<file path="src/rtl/data_mem_arbiter_if.sv">
// Requester/memory bundle for data_mem_arbiter: two requesters (A, B) on one side,
// a single-ported data memory on the other.
interface data_mem_arbiter_if;
  // req is held high until the matching gnt pulse; gnt marks the one ACCESS cycle,
  // and the requester drops or changes req on the clock edge that ends it.
  logic        a_req,    b_req;
  logic        a_we,     b_we;
  logic [15:0] a_addr,   b_addr;
  logic [15:0] a_wdata,  b_wdata;
  logic        a_size,   b_size;
  logic        a_memd,   b_memd;
  logic        a_gnt,    b_gnt;
  logic        a_rvalid, b_rvalid;
  logic [15:0] a_rdata,  b_rdata;

  logic        MemWrite, MemRead;
  logic [15:0] ReadAddr, WriteAddr, writeData;
  logic        MemSize,  MemD;
  logic [15:0] readData;

  modport slave (
    input  a_req, b_req, a_we, b_we, a_addr, b_addr, a_wdata, b_wdata,
           a_size, b_size, a_memd, b_memd, readData,
    output a_gnt, b_gnt, a_rvalid, b_rvalid, a_rdata, b_rdata,
           MemWrite, MemRead, ReadAddr, WriteAddr, writeData, MemSize, MemD
  );

  modport master (
    output a_req, b_req, a_we, b_we, a_addr, b_addr, a_wdata, b_wdata,
           a_size, b_size, a_memd, b_memd, readData,
    input  a_gnt, b_gnt, a_rvalid, b_rvalid, a_rdata, b_rdata,
           MemWrite, MemRead, ReadAddr, WriteAddr, writeData, MemSize, MemD
  );
endinterface

</file>
<file path="src/rtl/data_mem_arbiter.sv">
// Two-requester data memory arbiter with an IDLE/ACCESS/RESP sequencer.
// Define ARB_ROUND_ROBIN_EN for round-robin contention; default is fixed priority to A.
module data_mem_arbiter (
  input  logic                 clk,
  input  logic                 rst,
  data_mem_arbiter_if.slave    bus,
  output logic [1:0]           dbgState
);

  typedef enum logic [1:0] {
    IDLE   = 2'd0,
    ACCESS = 2'd1,
    RESP   = 2'd2
  } state_t;

  state_t state;
  logic   ownerB;
  logic   weLat;
  logic   pickB;

`ifdef ARB_ROUND_ROBIN_EN
  logic   lastB;

  // lastB resets to B so that A takes the first contended grant.
  always_comb begin
    pickB = 1'b0;
    if (bus.a_req && bus.b_req)
      pickB = !lastB;
    else
      pickB = bus.b_req;
  end
`else
  always_comb begin
    pickB = 1'b0;
    pickB = bus.b_req && !bus.a_req;
  end
`endif

  assign dbgState = state;

  always_ff @(posedge clk or posedge rst) begin
    if (rst) begin
      state         <= IDLE;
      ownerB        <= 1'b0;
      weLat         <= 1'b0;
`ifdef ARB_ROUND_ROBIN_EN
      lastB         <= 1'b1;
`endif
      bus.a_gnt     <= 1'b0;
      bus.b_gnt     <= 1'b0;
      bus.a_rvalid  <= 1'b0;
      bus.b_rvalid  <= 1'b0;
      bus.a_rdata   <= 16'h0000;
      bus.b_rdata   <= 16'h0000;
      bus.MemWrite  <= 1'b0;
      bus.MemRead   <= 1'b0;
      bus.ReadAddr  <= 16'h0000;
      bus.WriteAddr <= 16'h0000;
      bus.writeData <= 16'h0000;
      bus.MemSize   <= 1'b0;
      bus.MemD      <= 1'b0;
    end else begin
      case (state)
        IDLE: begin
          if (bus.a_req || bus.b_req) begin
            state         <= ACCESS;
            ownerB        <= pickB;
            weLat         <= pickB ? bus.b_we : bus.a_we;
`ifdef ARB_ROUND_ROBIN_EN
            lastB         <= pickB;
`endif
            bus.a_gnt     <= !pickB;
            bus.b_gnt     <= pickB;
            bus.MemWrite  <= pickB ? bus.b_we : bus.a_we;
            bus.MemRead   <= pickB ? !bus.b_we : !bus.a_we;
            bus.ReadAddr  <= pickB ? bus.b_addr : bus.a_addr;
            bus.WriteAddr <= pickB ? bus.b_addr : bus.a_addr;
            bus.writeData <= pickB ? bus.b_wdata : bus.a_wdata;
            bus.MemSize   <= pickB ? bus.b_size : bus.a_size;
            bus.MemD      <= pickB ? bus.b_memd : bus.a_memd;
          end
        end
        ACCESS: begin
          bus.a_gnt    <= 1'b0;
          bus.b_gnt    <= 1'b0;
          bus.MemWrite <= 1'b0;
          bus.MemRead  <= 1'b0;
          if (weLat) begin
            state <= IDLE;
          end else begin
            // readData is only valid while MemRead is high, so capture it here.
            state <= RESP;
            if (ownerB) begin
              bus.b_rdata  <= bus.readData;
              bus.b_rvalid <= 1'b1;
            end else begin
              bus.a_rdata  <= bus.readData;
              bus.a_rvalid <= 1'b1;
            end
          end
        end
        RESP: begin
          state        <= IDLE;
          bus.a_rvalid <= 1'b0;
          bus.b_rvalid <= 1'b0;
        end
        default: begin
          state <= IDLE;
        end
      endcase
    end
  end

endmodule

</file>
<file path="src/flat_wrapper.sv">
// flat-port wrapper written by rule: the top's interface ports become plain ports
module data_mem_arbiter_flat 
  (clk, rst, dbgState, bus_a_req, bus_b_req, bus_a_we, bus_b_we, bus_a_addr, bus_b_addr, bus_a_wdata, bus_b_wdata, bus_a_size, bus_b_size, bus_a_memd, bus_b_memd, bus_readData, bus_a_gnt, bus_b_gnt, bus_a_rvalid, bus_b_rvalid, bus_a_rdata, bus_b_rdata, bus_MemWrite, bus_MemRead, bus_ReadAddr, bus_WriteAddr, bus_writeData, bus_MemSize, bus_MemD);
  data_mem_arbiter_if bus_i ();
  input  logic clk;
  input  logic rst;
  output logic [1:0] dbgState;
  input wire logic [$bits(bus_i.a_req)-1:0] bus_a_req;
  input wire logic [$bits(bus_i.b_req)-1:0] bus_b_req;
  input wire logic [$bits(bus_i.a_we)-1:0] bus_a_we;
  input wire logic [$bits(bus_i.b_we)-1:0] bus_b_we;
  input wire logic [$bits(bus_i.a_addr)-1:0] bus_a_addr;
  input wire logic [$bits(bus_i.b_addr)-1:0] bus_b_addr;
  input wire logic [$bits(bus_i.a_wdata)-1:0] bus_a_wdata;
  input wire logic [$bits(bus_i.b_wdata)-1:0] bus_b_wdata;
  input wire logic [$bits(bus_i.a_size)-1:0] bus_a_size;
  input wire logic [$bits(bus_i.b_size)-1:0] bus_b_size;
  input wire logic [$bits(bus_i.a_memd)-1:0] bus_a_memd;
  input wire logic [$bits(bus_i.b_memd)-1:0] bus_b_memd;
  input wire logic [$bits(bus_i.readData)-1:0] bus_readData;
  output wire logic [$bits(bus_i.a_gnt)-1:0] bus_a_gnt;
  output wire logic [$bits(bus_i.b_gnt)-1:0] bus_b_gnt;
  output wire logic [$bits(bus_i.a_rvalid)-1:0] bus_a_rvalid;
  output wire logic [$bits(bus_i.b_rvalid)-1:0] bus_b_rvalid;
  output wire logic [$bits(bus_i.a_rdata)-1:0] bus_a_rdata;
  output wire logic [$bits(bus_i.b_rdata)-1:0] bus_b_rdata;
  output wire logic [$bits(bus_i.MemWrite)-1:0] bus_MemWrite;
  output wire logic [$bits(bus_i.MemRead)-1:0] bus_MemRead;
  output wire logic [$bits(bus_i.ReadAddr)-1:0] bus_ReadAddr;
  output wire logic [$bits(bus_i.WriteAddr)-1:0] bus_WriteAddr;
  output wire logic [$bits(bus_i.writeData)-1:0] bus_writeData;
  output wire logic [$bits(bus_i.MemSize)-1:0] bus_MemSize;
  output wire logic [$bits(bus_i.MemD)-1:0] bus_MemD;
  assign bus_i.a_req = bus_a_req;
  assign bus_i.b_req = bus_b_req;
  assign bus_i.a_we = bus_a_we;
  assign bus_i.b_we = bus_b_we;
  assign bus_i.a_addr = bus_a_addr;
  assign bus_i.b_addr = bus_b_addr;
  assign bus_i.a_wdata = bus_a_wdata;
  assign bus_i.b_wdata = bus_b_wdata;
  assign bus_i.a_size = bus_a_size;
  assign bus_i.b_size = bus_b_size;
  assign bus_i.a_memd = bus_a_memd;
  assign bus_i.b_memd = bus_b_memd;
  assign bus_i.readData = bus_readData;
  assign bus_a_gnt = bus_i.a_gnt;
  assign bus_b_gnt = bus_i.b_gnt;
  assign bus_a_rvalid = bus_i.a_rvalid;
  assign bus_b_rvalid = bus_i.b_rvalid;
  assign bus_a_rdata = bus_i.a_rdata;
  assign bus_b_rdata = bus_i.b_rdata;
  assign bus_MemWrite = bus_i.MemWrite;
  assign bus_MemRead = bus_i.MemRead;
  assign bus_ReadAddr = bus_i.ReadAddr;
  assign bus_WriteAddr = bus_i.WriteAddr;
  assign bus_writeData = bus_i.writeData;
  assign bus_MemSize = bus_i.MemSize;
  assign bus_MemD = bus_i.MemD;
  data_mem_arbiter u_core (.clk(clk), .rst(rst), .bus(bus_i), .dbgState(dbgState));
endmodule
</file>
<file path="config.mk">
export PLATFORM = sky130hd
export DESIGN_NAME = data_mem_arbiter_flat
export DESIGN_NICKNAME = d
export VERILOG_FILES = /design/src/rtl/data_mem_arbiter_if.sv /design/src/rtl/data_mem_arbiter.sv /design/src/flat_wrapper.sv
export SDC_FILE = /design/constraint.sdc
export NUM_CORES = 1
export LEC_CHECK = 0
export CAP_MARGIN = 20
export CORE_ASPECT_RATIO = 1.5
export CORE_MARGIN = 2
export CORE_UTILIZATION = 35
export DETAILED_ROUTE_END_ITERATION = 8
export PLACE_DENSITY = 0.81
export SETUP_SLACK_MARGIN = 0.3
export SYNTH_ARGS = -nofsm -noshare
export SYNTH_HDL_FRONTEND = slang
export SYNTH_SLANG_ARGS = --single-unit
export TNS_END_PERCENT = 1
</file>
<file path="constraint.sdc">
create_clock -name clk -period 3.9 [get_ports clk]
set_input_delay 1.17 -clock clk [delete_from_list [all_inputs] [get_ports clk]]
set_output_delay 1.17 -clock clk [all_outputs]
set_load 0.02 [all_outputs]
</file>
Yosys cells after proc, flatten, opt, wreduce, memory -nomap -nowiden
Index checks and enable logic that the tools add are counted.
Storage, ports and cells
  output and inout bits: 90
  memory bits (read-only): 0
  bits in writable memories: 0
  memories: 0
  logic and storage cells: 61
  bits in latches: 0
  bits in registers: 76
Cells by class
  equality and inequality tests: 6
  multiply operators: 0
  $add $sub $neg: 0
  order comparisons: 0
  bitwise logic cells: 2
  reductions and logical operators: 15
  muxes and demuxes: 23
  shifts and indexed selects: 0
  divide/modulo/power cells: 0
Operators with widths (count)
  16-bit two-way mux: 2
  1-bit two-way mux: 12
  1-bit case mux with 2 select lines: 6
  3-bit AND reduction: 4
  1-bit logical NOT: 4
  2-bit two-way mux: 2
  2-bit by 1-bit != test with 1-bit output (second input constant): 2
  2-bit != test (second input constant): 2
  2-bit case mux with 2 select lines: 1
  2-bit AND reduction: 2
  2-bit nonzero test: 2
  2-bit by 1-bit == test with 1-bit output (second input constant): 1
  2-bit == test (second input constant): 1
  2-bit logical NOT: 1
  1-bit NOT: 2
  1-bit logical AND: 1
  1-bit logical OR: 1

Depth between registers and ports, before layout
  word-level depth: 5
  mapped depth: 7
  mapped depth without buffers: 5

Worst setup path before layout
No wires, ideal clock.
  kind: input -> register
  start point: input bus_a_req
  end point: register u_core.bus.MemRead
  arrival time: 1.899 ns
  library setup time: 0.087 ns
  stages: 4
  slack: 1.915 ns
  path buffers: 1
  required time: 3.813 ns
  cell sequence: nand2b_1 buf_6 mux2_2 o211ai_1
Between the ends
  word-level cells in the longest chain between the ends: 5
Ends and longest elaborated chain
  from (decl): RTL line flat_wrapper.sv:8  | input wire logic [$bits(bus_i.a_req)-1:0] bus_a_req;
  1-bit logical NOT: RTL line data_mem_arbiter.sv:35  | pickB = bus.b_req && !bus.a_req;
  1-bit logical AND: RTL line data_mem_arbiter.sv:35
  1-bit two-way mux: RTL line data_mem_arbiter.sv:75  | bus.MemRead <= pickB ? !bus.b_we : !bus.a_we;
  1-bit two-way mux: RTL line data_mem_arbiter.sv:65  | if (bus.a_req || bus.b_req) begin
  1-bit case mux with 2 select lines: RTL line data_mem_arbiter.sv:63  | case (state)
  to (signal assigned): RTL line data_mem_arbiter.sv:75
  to (decl): RTL line data_mem_arbiter_if.sv:25  | MemWrite, MemRead, ReadAddr, WriteAddr, writeData, MemSize, MemD
Parallel ways exist; a longest one is shown, timed or not. The select of a mux whose other input is x is not followed.
A chain may end at the register's enable or synchronous reset.

Final worst setup path
  start point: input bus_a_req
  end point: register u_core.bus.ReadAddr[12] in the netlist's numbering
Between the ends
  word-level cells in the longest chain between the ends: 3
Ends and longest elaborated chain
  1-bit logical NOT: RTL line data_mem_arbiter.sv:35
  1-bit logical AND: RTL line data_mem_arbiter.sv:35
  16-bit two-way mux: RTL line data_mem_arbiter.sv:76  | bus.ReadAddr <= pickB ? bus.b_addr : bus.a_addr;
  to (signal assigned): RTL line data_mem_arbiter.sv:76
  to (decl): RTL line data_mem_arbiter_if.sv:25
Parallel ways exist; a longest one is shown, timed or not.

==> flow_metrics.env <==
export IMPL_status="finished, final reports clean"
export IMPL_grt_pass1_wl_um=13290
export IMPL_start_util_pct=35.92
export IMPL_yosys_mux_area_fraction_pct=22.56
export IMPL_hold_path_cell_count=2
export IMPL_slew_violations=0
export IMPL_synth_area_leaders="dfrtp_1 55%, mux2i_1 10%, mux2_2 7.8%, mux2_4 4.3%, o21ai_0 4.2%"
export IMPL_track_usage_pct=15.76
export IMPL_timing_final_ws_setup_ns=1.216
export IMPL_area_growth_pct=58.60
export IMPL_tns_ns=0
export IMPL_cts_clk_slew_worst_paths_ns=0.05
export IMPL_antenna_found_initial=0
export IMPL_numCtsBuffers=9
export IMPL_gp_congestion=0.7471
export IMPL_ys_ff_latch=76
export IMPL_tightest_slew_ns=0.6246
export IMPL_fp_coreArea_mm2=0.009634
export IMPL_die_x_um=85.19
export IMPL_cts_resized_gates=0
export IMPL_htree_levels=3
export IMPL_design_portCount=180
export IMPL_finalSetupViolCount=0
export IMPL_cts_hold_buf=0
export IMPL_diodes=0
export IMPL_grt_max_degree=71
export IMPL_num_vias=2662
export IMPL_synth_cell_types=27
export IMPL_hold_viol=0
export IMPL_die_area_mm2=0.01072
export IMPL_slew_headroom_pct=58.27
export IMPL_routedWlPerCell_um=14.83
export IMPL_total_power_mw=4.543
export IMPL_first_iter_violations=75
export IMPL_fin_hold_ws_ns=0.4776
export IMPL_timing_final_crit_share_pct=68.82
export IMPL_fin_nets=541
export IMPL_cts_path_max_buffers=2
export IMPL_synth_simple_area_share_pct=6.146
export IMPL_syn_inst=282
export IMPL_synth_top_cell_area_share_pct=54.95
export IMPL_peakVddDrop_v=0.0005047
export IMPL_wirelength_um=8407
export IMPL_dp_slack_ns=0.8477
export IMPL_cp_data_required_time_ns=4.07
export IMPL_finalClockSkew_ns=0.005650
export IMPL_first_global_vias=2733
export IMPL_maxCapViolCount=0
export IMPL_synth_xor_area_share_pct=0
export IMPL_rsz0062_at_grt="no"
export IMPL_finalCriticalPeriod_ns=2.684
export IMPL_drc_errors=0
export IMPL_path_class="in -> reg"
export IMPL_synth_fa_ha_area_share_pct=1.085
export IMPL_cts_sinks=76
export IMPL_ys_seq_area_share_pct=54.95
export IMPL_synth_compound_area_share_pct=7.809
export IMPL_yosysWarnings=0
export IMPL_ant_nets=0
export IMPL_grt_overflow=0
export IMPL_syn_avg_cell_area_um2=12.27
export IMPL_drive_gt1_share_pct=13.05
export IMPL_fmax_mhz=372.6
export IMPL_startpoint_type="input pin"
export IMPL_power_density_mw_per_mm2=827.6
export IMPL_detailed_place_hpwl_um=6551
export IMPL_first_pass_iters=4
export IMPL_post_cts_buffers=0
export IMPL_p_leak_nw=2.464
export IMPL_rows=44
export IMPL_syn_num_nets=375
export IMPL_clk_latency_ns=0.32
export IMPL_cts_root_buf="clkbuf_16"
export IMPL_die_y_um=125.8
export IMPL_post_drt_via_cell_ratio=4.695
export IMPL_worstSetupEndpointType="flip-flop"
export IMPL_yosysTopAreaCell="dfrtp_1"
export IMPL_cts_tree="done"
export IMPL_portBuffers=179
export IMPL_netlist_area_mm2=0.003461
export IMPL_synth_top_family_by_area="multiplexers"
export IMPL_crit_arrival_ns=2.86
export IMPL_hold_class="reg -> reg"
export IMPL_crit_fanout=18
export IMPL_ff2ff_path_depth=5
## path summary, 6_finish.rpt
check | start | endpoint | slack (ns)
setup / recovery | bus_a_req | u_core.bus.ReadAddr[12] | 1.22
hold / removal | u_core.bus.writeData[6] | u_core.bus.writeData[6] | 0.48
setup reg to reg | u_core.dbgState[1] | u_core.bus.a_rdata[14] | 1.85
hold reg to reg | u_core.bus.writeData[6] | u_core.bus.writeData[6] | 0.48
max in group asynchronous | rst | u_core.bus.ReadAddr[6] | 2.07
min in group asynchronous | rst | u_core.bus.b_rdata[15] | 1.12
## placed cells by master (no fill, tap or decap), types with 2 or more instances in the layout
cell type        Yosys  final
buf_4               16      6
clkdlybuf4s50_1      0    179
a21boi_0             2      2
a31oi_1              2      2
a21oi_1              3      3
a22o_1               2      2
nor2_1               2      2
inv_1                5      4
mux2_2              24     24
ha_1                 3      3
o21ai_1             10      9
clkbuf_1             7      3
nor2b_4              2      2
clkinv_2             0      4
clkbuf_16            0      9
o21ai_0             29     29
mux2_4              10     10
dfrtp_1             76     76
mux2i_1             36     36
nand2_1             37     37
## critical path: stages
cell and delay [ns]:
clkdlybuf4s50_1 0.61, nand2b_2 0.53, buf_12 0.24, mux2i_1 0.20
o21ai_0 0.10
## logic make-up after synthesis
family	Yosys count
buf+inv	36
compound gates	50
simple gates	47
fa+ha+maj	3
mux	70
flops	76
## power breakdown
| part | switching (mW) | internal, mW |
|---|---|---|
| clock network | 0.282 | 0.424 |
| registers | 0.257 | 1.18 |
| logic | 1.16 | 1.24 |
## layer usage
layer / GRT usage (%) / routed length, µm
met3: 4.784 / 657
met5: 0 / 0
met1: 17.63 / 3162
met4: 6.443 / 193
met2: 27.53 / 4393
## synthesized netlist by cell type (all sizes together)
master / number
nor2: 2
nand3: 1
a21oi: 3
nand2: 38
nand2b: 2
and2b: 1
mux2: 34
inv: 5
dfrtp: 76
ha: 3
o211ai: 1
o21ai: 39
buf: 24
mux2i: 36
clkbuf: 7
a21boi: 2
a21o: 1
nor3b: 1
nor2b: 2
a22o: 2
a31oi: 2
## metrics by stage
stage | instances | area [µm²] | util, %
4_1_cts | 567 | 5489 | 56.97
3_5_place_dp | 552 | 5238 | 54.36
3_3_place_gp | 552 | 5238 | 54.36
6_report | 567 | 5489 | 56.97
5_1_grt | 567 | 5489 | 56.97
2_1_floorplan | 282 | 3461 | -
## area by class of cell
class	count	area, µm²
Clock buffer	12	236.5
Tap cell	115	143.9
Clock inverter	3	15.01
Timing Repair Buffer	186	1857
Fill cell	834	4145
Inverter	5	20.02
Multi-Input combinational cell	170	1315
Sequential cell	76	1902
## flip-flops by register name (all words and copies together) (netlist names), 2 cells and up
name / count
u_core.bus.a_rdata: 16
u_core.dbgState: 2
u_core.bus.writeData: 16
u_core.bus.b_rdata: 16
u_core.bus.ReadAddr: 16
(Power assumes the default switching activity.)
